<file path="src/rtl/instruction_encoder_if.sv">
// instruction_encoder_if: request fields from the program source and the instruction-memory write port
interface instruction_encoder_if;
  logic        in_valid;
  logic        in_ready;
  logic [2:0]  format;
  logic [6:0]  opcode;
  logic [4:0]  rd;
  logic [4:0]  rs1;
  logic [4:0]  rs2;
  logic [2:0]  funct3;
  logic [6:0]  funct7;
  logic [31:0] immediate;
  logic        mem_write_enable;
  logic        mem_ready;
  logic [31:0] mem_address;
  logic [31:0] mem_write_data;
  modport master (
    output in_valid, format, opcode, rd, rs1, rs2, funct3, funct7, immediate, mem_ready,
    input  in_ready, mem_write_enable, mem_address, mem_write_data
  );
  modport slave (
    input  in_valid, format, opcode, rd, rs1, rs2, funct3, funct7, immediate, mem_ready,
    output in_ready, mem_write_enable, mem_address, mem_write_data
  );
endinterface

</file>
<file path="src/rtl/instruction_encoder.sv">
// instruction_encoder: packs RV32I fields into words, range-checks immediates, writes to sequential memory addresses
module instruction_encoder #(
  parameter int ERROR_COUNT_WIDTH = 8,
  parameter int WORD_COUNT_WIDTH  = 16
) (
  input  logic                         clk,
  input  logic                         reset_n,
  input  logic                         start,
  input  logic                         finish,
  input  logic [31:0]                  base_address,
  instruction_encoder_if.slave         bus,
  output logic                         range_error,
  output logic [ERROR_COUNT_WIDTH-1:0] error_count,
  output logic [WORD_COUNT_WIDTH-1:0]  word_count,
  output logic                         done
);
  typedef enum logic [1:0] {IDLE, RUN, DRAIN, DONE} state_t;
  state_t state, state_nx;
  logic accept, hs, legal;
  logic [31:0] word, imm;
  logic signed [31:0] simm;
  assign imm = bus.immediate;
  assign simm = bus.immediate;
  assign hs = bus.mem_write_enable && bus.mem_ready;
  assign bus.in_ready = (state == RUN) && (!bus.mem_write_enable || bus.mem_ready);
  assign accept = bus.in_valid && bus.in_ready;
  assign done = state == DONE;
  always_comb begin
    word = bus.format == 3'd0 ? {bus.funct7, bus.rs2, bus.rs1, bus.funct3, bus.rd, bus.opcode} :
           bus.format == 3'd1 ? {imm[11:0], bus.rs1, bus.funct3, bus.rd, bus.opcode} :
           bus.format == 3'd2 ? {imm[11:5], bus.rs2, bus.rs1, bus.funct3, imm[4:0], bus.opcode} :
           bus.format == 3'd3 ? {imm[12], imm[10:5], bus.rs2, bus.rs1, bus.funct3, imm[4:1], imm[11], bus.opcode} :
           bus.format == 3'd4 ? {imm[31:12], bus.rd, bus.opcode} :
                                {imm[20], imm[10:1], imm[11], imm[19:12], bus.rd, bus.opcode};
    legal = bus.format == 3'd0 ? 1'b1 :
            (bus.format == 3'd1 || bus.format == 3'd2) ? (simm >= -32'sd2048 && simm <= 32'sd2047) :
            bus.format == 3'd3 ? (!imm[0] && simm >= -32'sd4096 && simm <= 32'sd4094) :
            bus.format == 3'd4 ? (imm[11:0] == 12'd0) :
            bus.format == 3'd5 ? (!imm[0] && simm >= -32'sd1048576 && simm <= 32'sd1048574) : 1'b0;
  end
  always_comb begin
    state_nx = start ? RUN :
               state == RUN ? (finish ? DRAIN : RUN) :
               state == DRAIN ? (bus.mem_write_enable ? DRAIN : DONE) : state;
  end
  always_ff @(posedge clk or negedge reset_n)
    if (!reset_n) state <= IDLE;
    else state <= state_nx;
  always_ff @(posedge clk or negedge reset_n)
    if (!reset_n) begin
      bus.mem_write_enable <= 1'b0;
      bus.mem_address <= 32'd0;
      bus.mem_write_data <= 32'd0;
      range_error <= 1'b0;
      error_count <= '0;
      word_count <= '0;
    end else if (start) begin
      bus.mem_write_enable <= 1'b0;
      bus.mem_address <= {base_address[31:2], 2'b00};
      range_error <= 1'b0;
      error_count <= '0;
      word_count <= '0;
    end else begin
      range_error <= accept && !legal;
      if (accept && !legal && !(&error_count)) error_count <= error_count + ERROR_COUNT_WIDTH'(1);
      if (hs) begin
        bus.mem_address <= bus.mem_address + 32'd4;
        word_count <= word_count + WORD_COUNT_WIDTH'(1);
      end
      // a new word may load in the same cycle the previous one is taken
      if (accept && legal) begin
        bus.mem_write_enable <= 1'b1;
        bus.mem_write_data <= word;
      end else if (hs) bus.mem_write_enable <= 1'b0;
    end
endmodule

</file>
<file path="src/flat_wrapper.sv">
// flat-port wrapper written by rule: the top's interface ports become plain ports
module instruction_encoder_flat 
#(
  parameter int ERROR_COUNT_WIDTH = 8,
  parameter int WORD_COUNT_WIDTH  = 16
)
  (clk, reset_n, start, finish, base_address, range_error, error_count, word_count, done, bus_in_valid, bus_format, bus_opcode, bus_rd, bus_rs1, bus_rs2, bus_funct3, bus_funct7, bus_immediate, bus_mem_ready, bus_in_ready, bus_mem_write_enable, bus_mem_address, bus_mem_write_data);
  instruction_encoder_if bus_i ();
  input  logic clk;
  input  logic reset_n;
  input  logic start;
  input  logic finish;
  input  logic [31:0] base_address;
  output logic range_error;
  output logic [ERROR_COUNT_WIDTH-1:0] error_count;
  output logic [WORD_COUNT_WIDTH-1:0] word_count;
  output logic done;
  input wire logic [$bits(bus_i.in_valid)-1:0] bus_in_valid;
  input wire logic [$bits(bus_i.format)-1:0] bus_format;
  input wire logic [$bits(bus_i.opcode)-1:0] bus_opcode;
  input wire logic [$bits(bus_i.rd)-1:0] bus_rd;
  input wire logic [$bits(bus_i.rs1)-1:0] bus_rs1;
  input wire logic [$bits(bus_i.rs2)-1:0] bus_rs2;
  input wire logic [$bits(bus_i.funct3)-1:0] bus_funct3;
  input wire logic [$bits(bus_i.funct7)-1:0] bus_funct7;
  input wire logic [$bits(bus_i.immediate)-1:0] bus_immediate;
  input wire logic [$bits(bus_i.mem_ready)-1:0] bus_mem_ready;
  output wire logic [$bits(bus_i.in_ready)-1:0] bus_in_ready;
  output wire logic [$bits(bus_i.mem_write_enable)-1:0] bus_mem_write_enable;
  output wire logic [$bits(bus_i.mem_address)-1:0] bus_mem_address;
  output wire logic [$bits(bus_i.mem_write_data)-1:0] bus_mem_write_data;
  assign bus_i.in_valid = bus_in_valid;
  assign bus_i.format = bus_format;
  assign bus_i.opcode = bus_opcode;
  assign bus_i.rd = bus_rd;
  assign bus_i.rs1 = bus_rs1;
  assign bus_i.rs2 = bus_rs2;
  assign bus_i.funct3 = bus_funct3;
  assign bus_i.funct7 = bus_funct7;
  assign bus_i.immediate = bus_immediate;
  assign bus_i.mem_ready = bus_mem_ready;
  assign bus_in_ready = bus_i.in_ready;
  assign bus_mem_write_enable = bus_i.mem_write_enable;
  assign bus_mem_address = bus_i.mem_address;
  assign bus_mem_write_data = bus_i.mem_write_data;
  instruction_encoder #(.ERROR_COUNT_WIDTH(ERROR_COUNT_WIDTH), .WORD_COUNT_WIDTH(WORD_COUNT_WIDTH)) u_core (.clk(clk), .reset_n(reset_n), .start(start), .finish(finish), .base_address(base_address), .bus(bus_i), .range_error(range_error), .error_count(error_count), .word_count(word_count), .done(done));
endmodule
</file>
<file path="config.mk">
export PLATFORM = sky130hd
export DESIGN_NAME = instruction_encoder_flat
export DESIGN_NICKNAME = d
export VERILOG_FILES = /design/src/rtl/instruction_encoder_if.sv /design/src/rtl/instruction_encoder.sv /design/src/flat_wrapper.sv
export SDC_FILE = /design/constraint.sdc
export NUM_CORES = 1
export LEC_CHECK = 0
export CORE_MARGIN = 2
export CORE_UTILIZATION = 35
export DETAILED_ROUTE_END_ITERATION = 6
export GPL_TIMING_DRIVEN = 1
export PLACE_DENSITY = 0.76
export SETUP_SLACK_MARGIN = 0.05
export SLEW_MARGIN = 15
export SYNTH_ARGS = -nofsm -noshare
export SYNTH_HDL_FRONTEND = slang
export SYNTH_SLANG_ARGS = --single-unit
</file>
<file path="constraint.sdc">
create_clock -name clk -period 2.74 [get_ports clk]
set_clock_uncertainty 0.2 [all_clocks]
set_input_delay 0.685 -clock clk [delete_from_list [all_inputs] [get_ports clk]]
set_output_delay 0.685 -clock clk [all_outputs]
set_load 0.01 [all_outputs]
</file>
=== Word-level counts from Yosys, hierarchy flattened ===
Index checks and enable logic that the tools add are counted.

* $add $sub $neg: 3
* Bitwise gates (word level): 1
* $lt $le $gt $ge: 6
* Equal/unequal tests: 8
* Multiplexer cells: 25
* Reductions and logical operators: 25

{| class="wikitable"
|+ Operators with widths
! cell !! number
|-
| 2-to-1 mux 32 bit || 7
|-
| adder 32 x 3 -> 32 bit (second input constant) || 1
|-
| >= comparator 32 x 12 -> 1 bit (second input constant) || 1
|-
| >= comparator 32 x 13 -> 1 bit (second input constant) || 1
|-
| >= comparator 32 x 21 -> 1 bit (second input constant) || 1
|-
| less-or-equal comparator 32 x 12 -> 1 bit (second input constant) || 1
|-
| less-or-equal comparator 32 x 13 -> 1 bit (second input constant) || 1
|-
| less-or-equal comparator 32 x 21 -> 1 bit (second input constant) || 1
|-
| 2-to-1 mux 16 bit || 2
|-
| adder 16 x 1 -> 16 bit (second input constant) || 1
|-
| 2-to-1 mux 8 bit || 2
|-
| zero test 12 bit || 1
|-
| logical AND 1 bit || 11
|-
| 2-to-1 mux 1 bit || 10
|-
| adder 8 x 1 -> 8 bit (second input constant) || 1
|-
| 2-to-1 mux 2 bit || 4
|-
| AND reduction 8 bit || 1
|-
| == test 3 x 2 -> 1 bit (second input constant) || 2
|-
| == test 3 bit (second input constant) || 2
|-
| nonzero test 3 bit || 2
|-
| == test 2 bit (second input constant) || 2
|-
| zero test 1 bit || 4
|-
| nonzero test 2 bit || 2
|-
| == test 3 x 1 -> 1 bit (second input constant) || 1
|-
| other kinds (5) || 6
|}

* Output and inout bits: 92
* Input bits: 105
* Register bits: 92

=== Logic depth before layout (Yosys ltp) ===
* Depth after elaboration: 13
* Depth in mapped cells: 10

=== Least setup slack after synthesis ===
OpenSTA, ideal clock, no wires.

* Kind: input-to-reg
* Start: in bus_immediate[18]
* End: reg u_core.bus.mem_write_data[28]
* Arrival: 2661 ps
* Stages: 8
* Path slack: -242 ps
* Cells stage by stage: or4_1 -> or2_1 -> or3_4 -> and2_4 -> a221oi_2 -> nand2_1 -> buf_6 -> a22o_1

* Cells in the longest elaborated chain, start to end: 10
* Elaborated cells on any way between the ends: 18
* Those cells by class: 6 x order compare; 5 x mux; 7 x reduce/logical

{| class="wikitable"
|+ RTL lines
! what !! RTL line !! text
|-
| start, declared || flat_wrapper.sv:26 || <nowiki>input wire logic [$bits(bus_i.immediate)-1:0] bus_immediate;</nowiki>
|-
| >= comparator 32 x 21 -> 1 bit || instruction_encoder.sv:39 || <nowiki>bus.format == 3'd5 ? (!imm[0] && simm >= -32'sd1048576 && simm <= 32'sd1048574) : 1'b0;</nowiki>
|-
| logical AND 1 bit (2 in a row) || instruction_encoder.sv:39 ||
|-
| 2-to-1 mux 1 bit || instruction_encoder.sv:39 ||
|-
| 2-to-1 mux 1 bit || instruction_encoder.sv:38 || <nowiki>bus.format == 3'd4 ? (imm[11:0] == 12'd0) :</nowiki>
|-
| 2-to-1 mux 1 bit || instruction_encoder.sv:37 || <nowiki>bus.format == 3'd3 ? (!imm[0] && simm >= -32'sd4096 && simm <= 32'sd4094) :</nowiki>
|-
| 2-to-1 mux 1 bit (*) || instruction_encoder.sv:36 || <nowiki>(bus.format == 3'd1 || bus.format == 3'd2) ? (simm >= -32'sd2048 && simm <= 32'sd2047) :</nowiki>
|-
| 2-to-1 mux 1 bit (*) || instruction_encoder.sv:35 || <nowiki>legal = bus.format == 3'd0 ? 1'b1 :</nowiki>
|-
| logical AND 1 bit (*) || instruction_encoder.sv:71 || <nowiki>if (accept && legal) begin</nowiki>
|-
| AND reduction 2 bit (no source line) (*) || n/a ||
|-
| end signal, assigned || instruction_encoder.sv:73 || <nowiki>bus.mem_write_data <= word;</nowiki>
|-
| end, declared || instruction_encoder_if.sv:23 || <nowiki>output in_ready, mem_write_enable, mem_address, mem_write_data</nowiki>
|}

Mark *: on every way between the ends. The rest lies on a longest branch, timed or not.
A chain may end at the register's enable or synchronous reset.

=== Worst setup path after layout ===
* Start: in bus_immediate[12]
* End: reg u_core.bus.mem_write_data[27]

The elaborated chain is that of the path after synthesis.

==> summary.md <==
| Metric | Value |
|---|---|
| Result of the run | finished with violations |
| Violated checks | setup timing |
| P per Cell Area | 520 nW/um2 |
| Global-route wire length before repair | 24.5 mm |
| Number of primary I/O pins | 197 |
| Area used by sequential logic in the layout | between 2000 and 2500 um2 |
| Normalized max-slew margin | between 40 and 50% |
| Final Setup Violations | 30 |
| Insertion delay of the later-clocked pin in the worst-skew pair | about 0.34 ns |
| Number of detailed-routing iterations run before antenna repair | 4 |
| Floorplan core area | 13,900 um2 |
| Horizontal die dimension | 124 um |
| Number of filler cells placed in the layout | 1,154 |
| Unrepaired setup endpoints after global routing | yes |
| Share of synthesized registers carrying an async set or reset | 100% |
| Max-slew violations | 0 |
| Area of the multi-input gates | 2800 um2 |
| CP endpoint kind | flop |
| Final hold violation count | 0 |
| Master of the slowest instance on the critical path | or4_4 |
| Aggregate global-route resource usage | 20.5% |
| Grt total ovfl | 0 |
| Htree depth | 3 |
| Post-Route Setup TNS | -1.28 ns |
| Clock net sink count | 90 |
| Buffers on Ports | 192 |
| Routed wire length | 16.0 mm |
| Die height | about 120 um |
| Clock Tree Root | clkbuf_16 |
| Min Clock Period, post-route | 2.84 ns |
| Die Outline Area | 15,300 um2 |
| Post-route worst setup slack | -0.0975 ns |
| GP Congestion | 0.918 |
| Critical Path Fanout Max | 7 |
| Dominant register cell in the synthesized netlist | dfrtp_1 |
| Detail Placement HPWL | 11.7 mm |
| Highest ir drop seen on vdd | 350 uV |
| Worst hold slack | ~0.068 ns |
| CP max stage delay | 0.53 ns |
| Fraction of layout cells with a size suffix above 1 | 18.9% |
| Leakage | around 3.4 nW |
| Kind of critical path | in2reg |
| Via count normalized by instance count | 5.24 |
| Placed Instances | 940 |
| DR iter-0 viols | 339 |
| Critical Path Start Type | input port |
| Antenna violations before repair | 1 |
| Slew at the pin closest to its max-slew limit | 0.790 ns |
| Maximum root-to-sink buffer count | 2 |
| Number of vias in the routed layout | 5,047 |
| Max capacitance violation total | 0 |
| CTS Buf Count | 9 |
| Instance count of the mapped netlist | 527 |
| Series of cell instances along the critical path | buf_6 -> or4_4 -> or2_4 -> or3_4 -> and2_4 -> a221oi_4 -> nand2_2 -> buf_6 -> a22o_1 |
| Share of the yosys chip area belonging to registers | 45.0% |
| Via count of the first global-routing pass | slightly above 5,000 |
| Total number of nets in the final design | 886 |
| Number of placement rows | 43 |
| EDFF count, synth | 0 |
| Register clock-pin slew on the reported worst setup and hold paths | about 0.070 ns |
| Synth cell types | 56 |
| Data arrival time at the worst-slack endpoint | 2.86 ns |
| Most common cell type on the critical path | buf_6 |
| R2r setup slk | around 0.29 ns |
| CTS tree | done |
| Upper clock frequency limit | between 300 and 400 MHz |
| Non-filler cells, final | between 900 and 1,000 |
| Worst EP required | 2.77 ns |
| Mapped cell area | 5000 um2 |
| Class of the worst hold path | in2async |
| Post-detailed-route count of antenna-violating nets | 0 |
| Period Utilization, post-route | 104% |
| Syn Area/Cell | 9.49 um2 |
| Yosys warning count | 0 |
| Pwr Total | 4.23 mW |
| Number of remaining DRC errors | 0 |
| Wire length per cell | 16.6 um |
| Register bit count reported by yosys | 90 |
| Maximum number of pins on one net before global-route repair | 87 |
| Area growth, synth to finish | 62.7% |
| Initial core utilization | a little over a third |
[cells by family (layout without fill, tap and decap cells)]
logic type | count (synthesis) | count (layout) | synth area share, %
DFF | 90 | 90 | 45.0
xor gates and xnor gates | 45 | 45 | 7.88
buffers and inverters | 35 | 290 | 3.53
muxes | 24 | 24 | 4.85
and+or+nand+nor | 211 | 211 | 21.7
other | 1 | 3 | 0.0749
adders and majority gates | 3 | 3 | 0.750
AOI/OAI and AO/OA | 118 | 118 | 16.2
[what timing repair did]
item                       4_1_cts  5_1_grt
setup endpoints to repair       42       42
gates resized for setup         71       28
pin swaps                       28       15
hold buffers                     0        0
buffers inserted                 2        5
cloned                           1        0
[path summary, 6_finish.rpt]
check,start,endpoint,depth (start not counted)
hold reg to reg,u_core.bus.mem_write_data[23],u_core.bus.mem_write_data[23],1
max in group asynchronous,reset_n,u_core.word_count[14],2
hold / removal,reset_n,u_core.bus.mem_write_data[18],1
min in group clk,u_core.bus.mem_write_data[23],u_core.bus.mem_write_data[23],1
setup reg to reg,u_core.bus.mem_address[11],u_core.bus.mem_address[26],6
setup / recovery,bus_immediate[12],u_core.bus.mem_write_data[27],9
[state kept, by name, summed over array words and instances (netlist names)]
| signal | flops |
|---|---|
| u_core.state | 2 |
| u_core.range_error | 1 |
| u_core.bus.mem_address | 30 |
| u_core.word_count | 16 |
| u_core.bus.mem_write_data | 32 |
| u_core.bus.mem_write_enable | 1 |
| u_core.error_count | 8 |
[cell type report]
class / count / share of cell area, %
Tap cell: 180 / 2.77
Timing Repair Buffer: 267 / 31.1
Inverter: 7 / 0.323
Antenna cell: 1 / 0.0307
Clock inverter: 6 / 0.814
Multi-Input combinational cell: 403 / 34.4
Sequential cell: 90 / 27.7
Clock buffer: 10 / 2.93
[Yosys cell counts (all sizes together) (2+ instances only)]
master   number  area share, %
clkbuf       14            1.1
ha            3           0.75
o22ai         4           0.50
nand3        27            2.7
or4           4           0.68
o21bai        2           0.30
o21ai        44            4.4
and2          7           0.93
nor3         10            1.0
nand4        20            2.5
nor2b         4           0.50
and4          3           0.53
or2           2           0.25
or4b          2           0.40
nand2        53            4.0
and3         10            1.3
a31oi         3           0.38
a21oi        24            2.5
inv           7           0.53
xnor2        13            2.3
mux2i        22            4.4
dfrtp        90             45
a31o          2           0.35
xor2         32            5.6
or3           9            1.2
mux2          2           0.45
a2bb2oi      15            3.5
nand4b        2           0.35
nor2         43            3.2
o21a          5           0.75
nand2b        3           0.38
buf          14            2.0
nand3b        2           0.30
a22o         14            2.5
nor4          6           0.75
[placed cells by master (no fill, tap or decap), types with 3 or more instances in the layout]
cell,n
buf_12,3
nor2_1,43
nand3_2,3
clkbuf_16,9
nand2b_1,3
clkinvlp_4,3
dlygate4sd2_1,11
a2bb2oi_2,14
nor2b_1,4
ha_1,3
and2_1,4
dlymetal6s2s_1,5
and3_1,9
nand2_1,52
buf_4,66
a22o_1,14
o21ai_0,41
o22ai_1,4
nand3_1,23
nand4_1,20
nor3_1,8
and4_1,3
or3_1,8
buf_2,4
dfrtp_1,90
buf_6,10
a21oi_1,23
o21a_1,5
and2_4,3
xor2_1,32
xnor2_1,13
mux2i_1,22
clkdlybuf4s50_1,165
inv_1,7
[per-stage QoR]
step | util [%] | cell area, um2 | worst slack (ns)
finish | 58.4 | 8140 | -0.0975
global route | 58.4 | 8140 | -0.139
CTS | 57.5 | 8010 | -0.158
detailed placement | 54.2 | 7560 | -0.840
global placement | 54.2 | 7560 | -0.759
floorplan | - | 5030 | -0.234
[critical path, delay by kind of cell]
kind,cells,cell delay (ns)
AOI/OAI and AO/OA,2,0.47
buffers and inverters,2,0.25
and+or+nand+nor,5,1.45
[report_power, final]
part	internal [mW]	total (mW)	switching [mW]
clock	0.732	1.27	0.542
sequential	1.54	1.71	0.175
combinational	0.771	1.25	0.478
total	3.04	4.23	1.19
[layer usage]
layer	wire length [um]	vias to the layer above	share of wire, %	global-route usage (%)
li1	-	2411	-	-
met1	6970	2418	43	26.0
met2	7410	194	46	33.8
met3	1290	24	8.0	4.66
met4	368	0	2.3	7.88
met5	0	-	0	0
Power figures use the tool's default switching activity.
